**config.mk**
```make
export PLATFORM = sky130hd
export DESIGN_NAME = bus_arbiter
export DESIGN_NICKNAME = d
export VERILOG_FILES = /design/src/rtl/bus_arbiter.sv
export SDC_FILE = /design/constraint.sdc
export NUM_CORES = 1
export LEC_CHECK = 0
export ABC_AREA = 1
export CAP_MARGIN = 20
export CORE_ASPECT_RATIO = 1.4
export CORE_MARGIN = 4
export CORE_UTILIZATION = 42
export CTS_CLUSTER_DIAMETER = 200
export CTS_CLUSTER_SIZE = 14
export DETAILED_ROUTE_END_ITERATION = 12
export GPL_TIMING_DRIVEN = 0
export MAX_ROUTING_LAYER = met4
export PLACE_DENSITY = 0.83
export SYNTH_ARGS = -nofsm -noshare
export SYNTH_HDL_FRONTEND = slang
export SYNTH_SLANG_ARGS = --single-unit
```
**constraint.sdc**
```tcl
create_clock -name clk -period 6.2 [get_ports clk]
set_input_delay 1.24 -clock clk [delete_from_list [all_inputs] [get_ports clk]]
set_output_delay 1.24 -clock clk [all_outputs]
set_load 0.01 [all_outputs]
```
**src/rtl/bus_arbiter.sv**
```systemverilog
// Two-master arbiter in front of the single-master peripheral bus decoder.
// Latches the winner's command, replays it with one-cycle strobes, returns data and an ack.
module bus_arbiter #(
    parameter int unsigned READ_LATENCY   = 1,
    parameter bit          FIXED_PRIORITY = 1'b0
) (
    input  logic        clk,
    input  logic        reset,
    input  logic        m0_request,
    input  logic        m0_read,
    input  logic        m0_write,
    input  logic [31:0] m0_address,
    input  logic [31:0] m0_write_data,
    output logic [31:0] m0_read_data,
    output logic        m0_ack,
    input  logic        m1_request,
    input  logic        m1_read,
    input  logic        m1_write,
    input  logic [31:0] m1_address,
    input  logic [31:0] m1_write_data,
    output logic [31:0] m1_read_data,
    output logic        m1_ack,
    output logic        bus_read,
    output logic        bus_write,
    output logic [31:0] bus_address,
    output logic [31:0] bus_write_data,
    input  logic [31:0] bus_read_data,
    output logic [1:0]  grant,
    output logic        busy
);

    typedef enum logic [1:0] {
        ST_IDLE    = 2'd0,
        ST_ACCESS  = 2'd1,
        ST_WAIT    = 2'd2,
        ST_RESPOND = 2'd3
    } state_t;

    localparam logic [3:0] LATENCY      = 4'(READ_LATENCY);
    localparam bit         ZERO_LATENCY = (READ_LATENCY == 0);

    state_t      state_q;
    logic        owner_q;
    logic        last_grant_q;
    logic        lat_read_q;
    logic        lat_write_q;
    logic [3:0]  count_q;
    logic [31:0] m0_read_data_q;
    logic [31:0] m1_read_data_q;
    logic        m0_ack_q;
    logic        m1_ack_q;
    logic        bus_read_q;
    logic        bus_write_q;
    logic [31:0] bus_address_q;
    logic [31:0] bus_write_data_q;
    logic [1:0]  grant_q;
    logic        busy_q;

    logic        start_d;
    logic        pick_m1_d;
    logic        sel_read_d;
    logic        sel_write_d;
    logic [31:0] sel_address_d;
    logic [31:0] sel_write_data_d;

    // Returns 1 when master 1 should win this IDLE cycle; ties go to the master not served last.
    function automatic logic pick_m1(input logic req0, input logic req1, input logic last_m1);
        logic win;
        if (req0 && req1) begin
            win = FIXED_PRIORITY ? 1'b0 : ~last_m1;
        end else begin
            win = req1;
        end
        return win;
    endfunction

    // Arbitration decision and the winning master's command.
    always_comb begin
        start_d          = m0_request | m1_request;
        pick_m1_d        = pick_m1(m0_request, m1_request, last_grant_q);
        sel_read_d       = pick_m1_d ? m1_read       : m0_read;
        sel_write_d      = pick_m1_d ? m1_write      : m0_write;
        sel_address_d    = pick_m1_d ? m1_address    : m0_address;
        sel_write_data_d = pick_m1_d ? m1_write_data : m0_write_data;
    end

    // Transaction FSM with all outputs registered.
    always_ff @(posedge clk or posedge reset) begin
        if (reset) begin
            state_q          <= ST_IDLE;
            owner_q          <= 1'b0;
            last_grant_q     <= 1'b1;
            lat_read_q       <= 1'b0;
            lat_write_q      <= 1'b0;
            count_q          <= 4'd0;
            m0_read_data_q   <= 32'd0;
            m1_read_data_q   <= 32'd0;
            m0_ack_q         <= 1'b0;
            m1_ack_q         <= 1'b0;
            bus_read_q       <= 1'b0;
            bus_write_q      <= 1'b0;
            bus_address_q    <= 32'd0;
            bus_write_data_q <= 32'd0;
            grant_q          <= 2'b00;
            busy_q           <= 1'b0;
        end else begin
            m0_ack_q    <= 1'b0;
            m1_ack_q    <= 1'b0;
            bus_read_q  <= 1'b0;
            bus_write_q <= 1'b0;
            case (state_q)
                ST_IDLE: begin
                    if (start_d) begin
                        // The bus address/data registers double as the command latch.
                        owner_q          <= pick_m1_d;
                        lat_read_q       <= sel_read_d;
                        lat_write_q      <= sel_write_d;
                        bus_address_q    <= sel_address_d;
                        bus_write_data_q <= sel_write_data_d;
                        bus_write_q      <= sel_write_d;
                        bus_read_q       <= sel_read_d & ~sel_write_d;
                        grant_q          <= pick_m1_d ? 2'b10 : 2'b01;
                        busy_q           <= 1'b1;
                        state_q          <= ST_ACCESS;
                    end else begin
                        state_q <= ST_IDLE;
                    end
                end
                ST_ACCESS: begin
                    if (lat_write_q || !lat_read_q) begin
                        m0_ack_q <= ~owner_q;
                        m1_ack_q <= owner_q;
                        state_q  <= ST_RESPOND;
                    end else if (ZERO_LATENCY) begin
                        if (owner_q) begin
                            m1_read_data_q <= bus_read_data;
                        end else begin
                            m0_read_data_q <= bus_read_data;
                        end
                        m0_ack_q <= ~owner_q;
                        m1_ack_q <= owner_q;
                        state_q  <= ST_RESPOND;
                    end else begin
                        count_q <= LATENCY;
                        state_q <= ST_WAIT;
                    end
                end
                ST_WAIT: begin
                    count_q <= count_q - 4'd1;
                    if (count_q == 4'd1) begin
                        if (owner_q) begin
                            m1_read_data_q <= bus_read_data;
                        end else begin
                            m0_read_data_q <= bus_read_data;
                        end
                        m0_ack_q <= ~owner_q;
                        m1_ack_q <= owner_q;
                        state_q  <= ST_RESPOND;
                    end else begin
                        state_q <= ST_WAIT;
                    end
                end
                ST_RESPOND: begin
                    last_grant_q     <= owner_q;
                    grant_q          <= 2'b00;
                    busy_q           <= 1'b0;
                    bus_address_q    <= 32'd0;
                    bus_write_data_q <= 32'd0;
                    state_q          <= ST_IDLE;
                end
                default: begin
                    grant_q          <= 2'b00;
                    busy_q           <= 1'b0;
                    bus_address_q    <= 32'd0;
                    bus_write_data_q <= 32'd0;
                    state_q          <= ST_IDLE;
                end
            endcase
        end
    end

    assign m0_read_data   = m0_read_data_q;
    assign m1_read_data   = m1_read_data_q;
    assign m0_ack         = m0_ack_q;
    assign m1_ack         = m1_ack_q;
    assign bus_read       = bus_read_q;
    assign bus_write      = bus_write_q;
    assign bus_address    = bus_address_q;
    assign bus_write_data = bus_write_data_q;
    assign grant          = grant_q;
    assign busy           = busy_q;

endmodule

```
==> run metrics, run 1 <==
Final Cycle Share 0.425; wire length of the first global-routing pass 36.9 mm; Post-Syn Area 0.00674 mm^2; clock sinks 145; Post CTS Setup Buffer Count 0; Critical Path Source bus_write_data[0]$_DFFE_PP0P_; post-synthesis simple-gate area fraction 0.337; clk slew on worst S/H paths 0.07 ns; Max IR drop VDD 0.259 mV; Slew HR 0.615; nets 1,361; initial antenna violation count 0; Placed Cells 1,364; GP Congestion 0.936; Initial Utilization 0.430; Die ar. 0.0182 mm^2; post-cts sizing count 0; final count of pins violating max slew 0; initial DRC count 492; row cnt 54; Worst Setup Start Kind flip-flop; Mean Syn Cell Area 7.79 um^2; Max Fclk 379 MHz; adder-cell share of the synthesized area 0.0111; Die Y 158 um; Layout Skew 0.0149 ns; CP required 4.96 ns; Compound-Gate Fraction of Synth Area 0.0594; CTS max path bufs 2; Die X 115 um; number of remaining DRC errors 0; final non-filler cell total 1,398; Syn Inst Count 865; crit path cell chain clkdlybuf4s50_1; vias in the first global route 6,904; register area 0.00363 mm^2; Arr. time, crit path 1.40 ns; largest family of logic cells by synthesized area simple AND/OR/NAND/NOR gates; DR vias/cell 5.07; cell leakage power 5.15 nW; synth unique cells 21; largest net degree at the start of global routing 86; via count 7,089; final setup fails 0; Final HPWL DP 18.5 mm; Max FO, Critical Path 2; xor and xnor area share after synthesis 0; Buf+Inv Stages, Crit Path 1; 1st-pass router iterations 6; max_cap viols 0; post-synthesis register bit count 145; delay-heaviest family, CP buffers and inverters; CTS Root Cell clkbuf_16; CTS tree yes; Hold Startpoint bus_address[23]$_DFFE_PP0P_; Clk Latency, worst-skew pair 0.42 ns; Largest stage delay, worst path 0.63 ns; total power 5.26 mW; Critical-path top delay cell clkdlybuf4s50_1; Worst-Margin Slew 0.577 ns; IO Count 303; power density over cell area 494 mW/mm^2; worst min path class flip-flop to flip-flop; status finished clean; mux cell area share after synthesis 0; RSZ-0062 raised after global routing false; total grt overflow 0; fraction of layout cells with a size suffix above 1 0.0658; # H-tree levels 4; CTS Buf Count 17; PortBufs 302; final wirelength 24.2 mm; Worst Setup Path Type flip-flop to primary output; Mapped Nets 1,039; Avg WL per Cell 17.3 um; crit path time final 2.64 ns; area grow syn2layout 58.1%; # hold bufs at CTS 0; Seq/Total Area, Yosys 0.539; reg2reg start state_q[0]$_DFF_PP0_; footprint of the multi-input gates 0.00275 mm^2; Critical Path End Type primary output; CORE AREA 0.0157 mm^2; YS warnings 0; total track usage 0.269; fill count 1,321; Routed Antenna Nets 0; Final Hold Fails 0
-- cell type report --
class	instances	area share
sequential	145	0.341
timing repair buffer	303	0.286
multi-input combinational	642	0.258
clock buffer	18	0.0412
buffer	62	0.0283
tap	196	0.0230
clock inverter	14	0.0156
inverter	16	0.00611
antenna	2	0.000470
-- where the power goes --
group          total [mW]  internal, mW  switching [mW]
logic                2.56          1.18            1.38
registers            1.64          1.40           0.238
clock network        1.06         0.617           0.440
total                5.26          3.20            2.05
-- flip-flops by register name, summed over array words and instances (netlist names), 2 cells and up --
register        cells
m0_read_data       32
bus_address        32
state_q             2
bus_write_data     32
count_q             4
grant               2
m1_read_data       32
-- final timing paths --
check                                         endpoint  slack [ns]  depth (start not counted)
setup / recovery                     bus_write_data[0]        3.56                          1
hold / removal             bus_address[23]$_DFFE_PP0P_        0.48                          2
setup reg to reg           m0_read_data[0]$_DFFE_PP0P_        4.36                          7
hold reg to reg            bus_address[23]$_DFFE_PP0P_        0.48                          2
max in group asynchronous     last_grant_q$_DFFE_PP1P_        4.11                          3
min in group asynchronous  bus_address[19]$_DFFE_PP0P_        1.26                          2
-- Yosys cell counts --
master | number | area share
buf_4 | 2 | 0.0022
ha_1 | 6 | 0.011
nor2_1 | 11 | 0.0061
nand3b_1 | 1 | 0.0011
o21ai_1 | 11 | 0.0082
nor2b_1 | 1 | 0.00093
dfrtp_1 | 144 | 0.53
o22ai_1 | 1 | 0.00093
clkbuf_1 | 14 | 0.0078
nand2_1 | 410 | 0.23
nand3_1 | 129 | 0.096
inv_1 | 14 | 0.0078
o21ai_2 | 1 | 0.0013
nand4_1 | 5 | 0.0046
buf_6 | 2 | 0.0033
o21ai_0 | 64 | 0.048
buf_2 | 37 | 0.027
a21oi_1 | 2 | 0.0015
dfstp_2 | 1 | 0.0039
buf_1 | 7 | 0.0039
inv_2 | 2 | 0.0011
-- kinds of logic after synthesis --
family / count (synthesis)
buf+inv: 78
fa+ha+maj: 6
compound gates: 79
flops: 145
simple gates: 557
-- worst register-to-register path, delay by kind of cell (launching register included) --
| kind | cells | cell delay [ns] |
|---|---|---|
| fa+ha+maj | 1 | 0.22 |
| buf+inv | 2 | 0.43 |
| flops | 1 | 0.41 |
| simple gates | 4 | 0.73 |
-- routing by layer --
metal  track usage  vias to the layer above  share of wire  wire length [um]
met5             -                        -              0                 0
met4        0.0990                        0          0.030               723
met1         0.323                     3351           0.39              9450
met3        0.0589                       46          0.068              1650
li1              -                     3430              -                 -
met2         0.445                      262           0.51             12400
-- metrics by stage --
step	instance area [um^2]	hold WS (ns)	TNS, ns	utilization	worst slack [ns]
global placement	10000	0.459	-149.79	0.638	-1.05
finish	10600	0.479	0	0.679	3.56
floorplan	6740	0.470	0	-	1.07
detailed placement	10000	0.464	0	0.640	3.21
global route	10600	0.501	0	0.679	3.40
CTS	10600	0.480	0	0.679	3.54
-- placed cells by master (no fill, tap or decap), types with 3 or more instances in the layout --
cell	synthesis	final
clkbuf_16	0	17
dfrtp_1	144	144
ha_1	6	6
nand4_1	5	5
nand3_1	129	129
o21ai_0	64	64
clkinvlp_4	0	3
nor2_1	11	11
clkdlybuf4s50_1	0	302
clkbuf_1	14	14
buf_1	7	7
o21ai_1	11	11
nand2_1	410	410
buf_2	37	37
inv_1	14	13
inv_6	0	6
No activity file was read; power rests on OpenSTA's default activity.
==> inputs of run 2 (changes only) <==
clock period = 2.6 ns   (was 6.2 ns; I/O delays follow)
==> run metrics, run 2 (synthesis results as in run 1) <==
status finished clean; Worst R2R Path Depth 7; vias in the first global route 7,009; final non-filler cell total 1,399; worst min path class primary input to async pin; Final Cycle Share 0.733; Slew HR 0.629; number of remaining DRC errors 0; Final HPWL DP 18.8 mm; crit path cell chain clkdlybuf4s50_1; final count of pins violating max slew 0; row cnt 54; total grt overflow 0; Core Util, Final 0.683; RSZ-0062 raised after global routing false; Arr. time, crit path 1.39 ns; end of the worst register-to-register path m0_read_data[1]$_DFFE_PP0P_; Worst Setup Start Kind flip-flop; CORE AREA 0.0157 mm^2; Critical-path top delay cell clkdlybuf4s50_1; delay-heaviest family, CP buffers and inverters; worst setup path endpoint bus_address[10]; pre-CTS setup slack 0.276 ns; CTS Buf Count 17; nets 1,364; post-cts sizing count 0; area grow syn2layout 58.8%; cell leakage power 5.17 nW; Max FO, Critical Path 2; wire length of the first global-routing pass 37.2 mm; total power 12.6 mW; Layout Skew 0.00841 ns; power density over cell area 1170 mW/mm^2; commonest non-fill, non-tap cell in the layout nand2_1; initial DRC count 487; DR vias/cell 5.08; 1st-pass router iterations 5; Final Cell Area 0.0107 mm^2; Placed Cells 1,367; Largest stage delay, worst path 0.56 ns; reg2reg start state_q[0]$_DFF_PP0_; CTS Root Cell clkbuf_16; hold slack 0.463 ns; Setup TNS 0 ns; Post CTS Setup Buffer Count 0; Initial Utilization 0.430; GP Congestion 0.925; R2R setup slack 0.75 ns; Critical Path End Type primary output; Max IR drop VDD 0.839 mV; Buf+Inv Stages, Crit Path 1; Die ar. 0.0182 mm^2; slack of the critical path 0.693 ns; Worst-Margin Slew 0.556 ns; # hold bufs at CTS 0; most frequent cells in the layout 410 x nand2_1, 302 x clkdlybuf4s50_1, 144 x dfrtp_1, 129 x nand3_1, 64 x o21ai_0; total track usage 0.272; Die X 115 um; Avg WL per Cell 17.4 um; clk slew on worst S/H paths 0.06 ns; Worst Setup Path Type flip-flop to primary output; PortBufs 302; IO Count 303; Critical Path Source bus_address[10]$_DFFE_PP0P_; CTS max path bufs 2; Clk Latency, worst-skew pair 0.42 ns; final setup fails 0; # H-tree levels 4; Max Fclk 524 MHz; CTS tree yes; area of placed instances 0.0101 mm^2; max_cap viols 0; largest net degree at the start of global routing 39; final wirelength 24.3 mm; via count 7,106; Final Hold Fails 0; clock sinks 145; Critical Path Stages 1; Diodes inserted 0; initial antenna violation count 0; Die Y 158 um; Routed Antenna Nets 0; CP required 2.08 ns; fraction of layout cells with a size suffix above 1 0.0673; crit path time final 1.91 ns
run 2: cell count changes in the layout (fill, tap and decap cells not counted), sizes merged:
| cell | previous run | this run |
|---|---|---|
| bufinv | 2 | 3 |
| inv | 23 | 17 |
| clkinvlp | 3 | 6 |
| clkbuf | 32 | 34 |
| diode | 2 | 0 |
| buf | 49 | 52 |
run 2: power by group:
| group | switching [mW] | internal, mW | total [mW] |
|---|---|---|---|
| registers | 0.576 | 3.34 | 3.92 |
| clock network | 0.966 | 1.56 | 2.53 |
| logic | 3.28 | 2.83 | 6.11 |
| total | 4.82 | 7.73 | 12.6 |
run 2: routing by layer:
metal	GRT usage	wire length (um)	vias to the layer above
met5	-	0	-
met4	0.0984	694	0
met3	0.0704	1850	50
met2	0.458	12600	291
met1	0.312	9130	3340
li1	-	-	3425
run 2: cell type report:
cell class                      instances  area (um^2)
Sequential cell                       145         3630
Multi-Input combinational cell        642         2750
Tap cell                              196          245
Inverter                               16         63.8
Clock inverter                         12          155
Buffer                                 62          302
Clock buffer                           20          457
Timing Repair Buffer                  306         3100
Fill cell                            1268         4970
run 2: how the worst min path moves through the flow:
stage                                     start                            to  slack [ns]  cells after the start
floorplan              last_grant_q$_DFFE_PP1P_      last_grant_q$_DFFE_PP1P_        0.47                      2
global placement           grant[0]$_DFFE_PP0P_          grant[0]$_DFFE_PP0P_        0.46                      2
CTS                                       reset  m1_read_data[25]$_DFFE_PP0P_        0.46                      2
detailed placement  bus_address[20]$_DFFE_PP0P_   bus_address[20]$_DFFE_PP0P_        0.46                      2
finish                                    reset  m1_read_data[25]$_DFFE_PP0P_        0.46                      2
global route                              reset  m1_read_data[25]$_DFFE_PP0P_        0.48                      2
==> inputs of run 3 (changes only) <==
clock period = 2 ns   (was 2.6 ns; I/O delays follow)
==> run metrics, run 3 (synthesis results as in run 1) <==
post-cts sizing count 0; via count 7,091; Post CTS Setup Buffer Count 0; Max IR drop VDD 1.09 mV; Worst Setup Start Kind flip-flop; metal3 WL 1.86 mm; Final Hold Fails 0; # hold bufs at CTS 0; total power 16.3 mW; area grow syn2layout 58.9%; Initial Utilization 0.430; Critical-path top delay cell dfrtp_1; worst min path class primary input to async pin; Worst R2R Path Depth 9; CORE AREA 0.0157 mm^2; R2R setup slack 0.21 ns; Final Cycle Share 0.896; nets 1,364; 1st-pass router iterations 5; Core Util, Final 0.683; CTS max path bufs 2; met2 wire length 12.6 mm; commonest non-fill, non-tap cell in the layout nand2_1; IO Count 303; CTS Buf Count 17; Die X 115 um; Final HPWL DP 18.8 mm; area of placed instances 0.0101 mm^2; # H-tree levels 4; number of remaining DRC errors 0; Diodes inserted 0; CTS Root Cell clkbuf_16; DR vias/cell 5.07; RSZ-0062 raised after global routing false; Max FO, Critical Path 10; total track usage 0.272; Avg WL per Cell 17.3 um; Clk Latency, worst-skew pair 0.42 ns; Max Fclk 558 MHz; Layout Skew 0.00856 ns; Largest stage delay, worst path 0.38 ns; Critical Path End Type flip-flop; met1 wire length 9.13 mm; cell leakage power 5.17 nW; final wirelength 24.3 mm; fraction of layout cells with a size suffix above 1 0.0690; most frequent CP cell nand2_1; CP required 2.36 ns; wire length of the first global-routing pass 37.2 mm; row cnt 54; Arr. time, crit path 2.15 ns; GP Congestion 0.925; final count of pins violating max slew 0; clock sinks 145; crit path cell chain inv_1 > ha_1 > inv_1 > nand2_1 > nand2_1 > buf_2 > buf_2 > nand3_1 > nand2_1; Die Y 158 um; crit path time final 1.79 ns; max_cap viols 0; Worst-Margin Slew 0.556 ns; vias in the first global route 7,009; final setup fails 0; hold slack 0.342 ns; Setup TNS 0 ns; most frequent cells in the layout 410 x nand2_1, 302 x clkdlybuf4s50_1, 144 x dfrtp_1, 129 x nand3_1, 64 x o21ai_0; initial DRC count 490; Die ar. 0.0182 mm^2; uppermost layer routed met4; largest net degree at the start of global routing 39; Routed Antenna Nets 0; Final Cell Area 0.0107 mm^2; initial antenna violation count 0; Slew HR 0.630; power density over cell area 1520 mW/mm^2; end of the worst register-to-register path bus_write_data[5]$_DFFE_PP0P_; fill count 1,267; total grt overflow 0; status finished clean; reg2reg start state_q[0]$_DFF_PP0_; Worst Setup Path Type flip-flop to flip-flop; PortBufs 302; CTS tree yes; clk slew on worst S/H paths 0.06 ns
-- run 3: changes by cell type in the layout (fill, tap and decap cells not counted) --
cell      delta
clkbuf_1     -1
nor2_2       +1
nor2_1       -1
clkbuf_2     +1
-- run 3: worst max-delay path, delay by kind of cell (launching register included) --
family / cells / cell delay, ns
flops: 1 / 0.38
buf+inv: 4 / 0.72
simple gates: 4 / 0.39
fa+ha+maj: 1 / 0.22
-- run 3: per-layer routing --
metal  GRT usage  vias to the layer above
met5           -                        -
met4      0.0984                        0
met3      0.0704                       51
met2       0.458                      290
met1       0.312                     3326
li1            -                     3424
-- run 3: final cells by class --
class | instances | area (um^2) | area share
flip-flops and latches | 145 | 3630 | 0.339
repair buffers | 306 | 3100 | 0.290
multi-input cells | 642 | 2750 | 0.257
clock buffers | 20 | 457 | 0.0427
plain buffers | 62 | 303 | 0.0283
well taps | 196 | 245 | 0.0229
clock inverters | 12 | 155 | 0.0145
inverters | 16 | 63.8 | 0.00596
-- run 3: power breakdown --
group | switching, mW | internal [mW]
Sequential | 0.748 | 4.35
Combinational | 4.26 | 3.68
Clock | 1.26 | 2.03
Total | 6.27 | 10.1
-- run 3: worst max-delay path by stage --
stage                                     from                       endpoint  slack, ns  cells after the start
after floorplan                          reset     bus_address[0]$_DFFE_PP0P_      -0.22                      1
after global placement                   reset    bus_address[17]$_DFFE_PP0P_      -1.51                      2
after detailed placement            m0_request    bus_address[13]$_DFFE_PP0P_      -0.20                      8
after CTS                 state_q[0]$_DFF_PP0_    m0_read_data[1]$_DFFE_PP0P_       0.18                      7
after global routing      state_q[0]$_DFF_PP0_    m0_read_data[6]$_DFFE_PP0P_      0.006                      7
final                     state_q[0]$_DFF_PP0_  bus_write_data[5]$_DFFE_PP0P_       0.21                      9
-- run 3: stage by stage --
step / setup WS (ns) / instances
CTS: 0.178 / 1399
global route: 0.00627 / 1399
detailed placement: -0.204 / 1367
global placement: -1.51 / 1363
finish: 0.208 / 1399
floorplan: -0.218 / 865
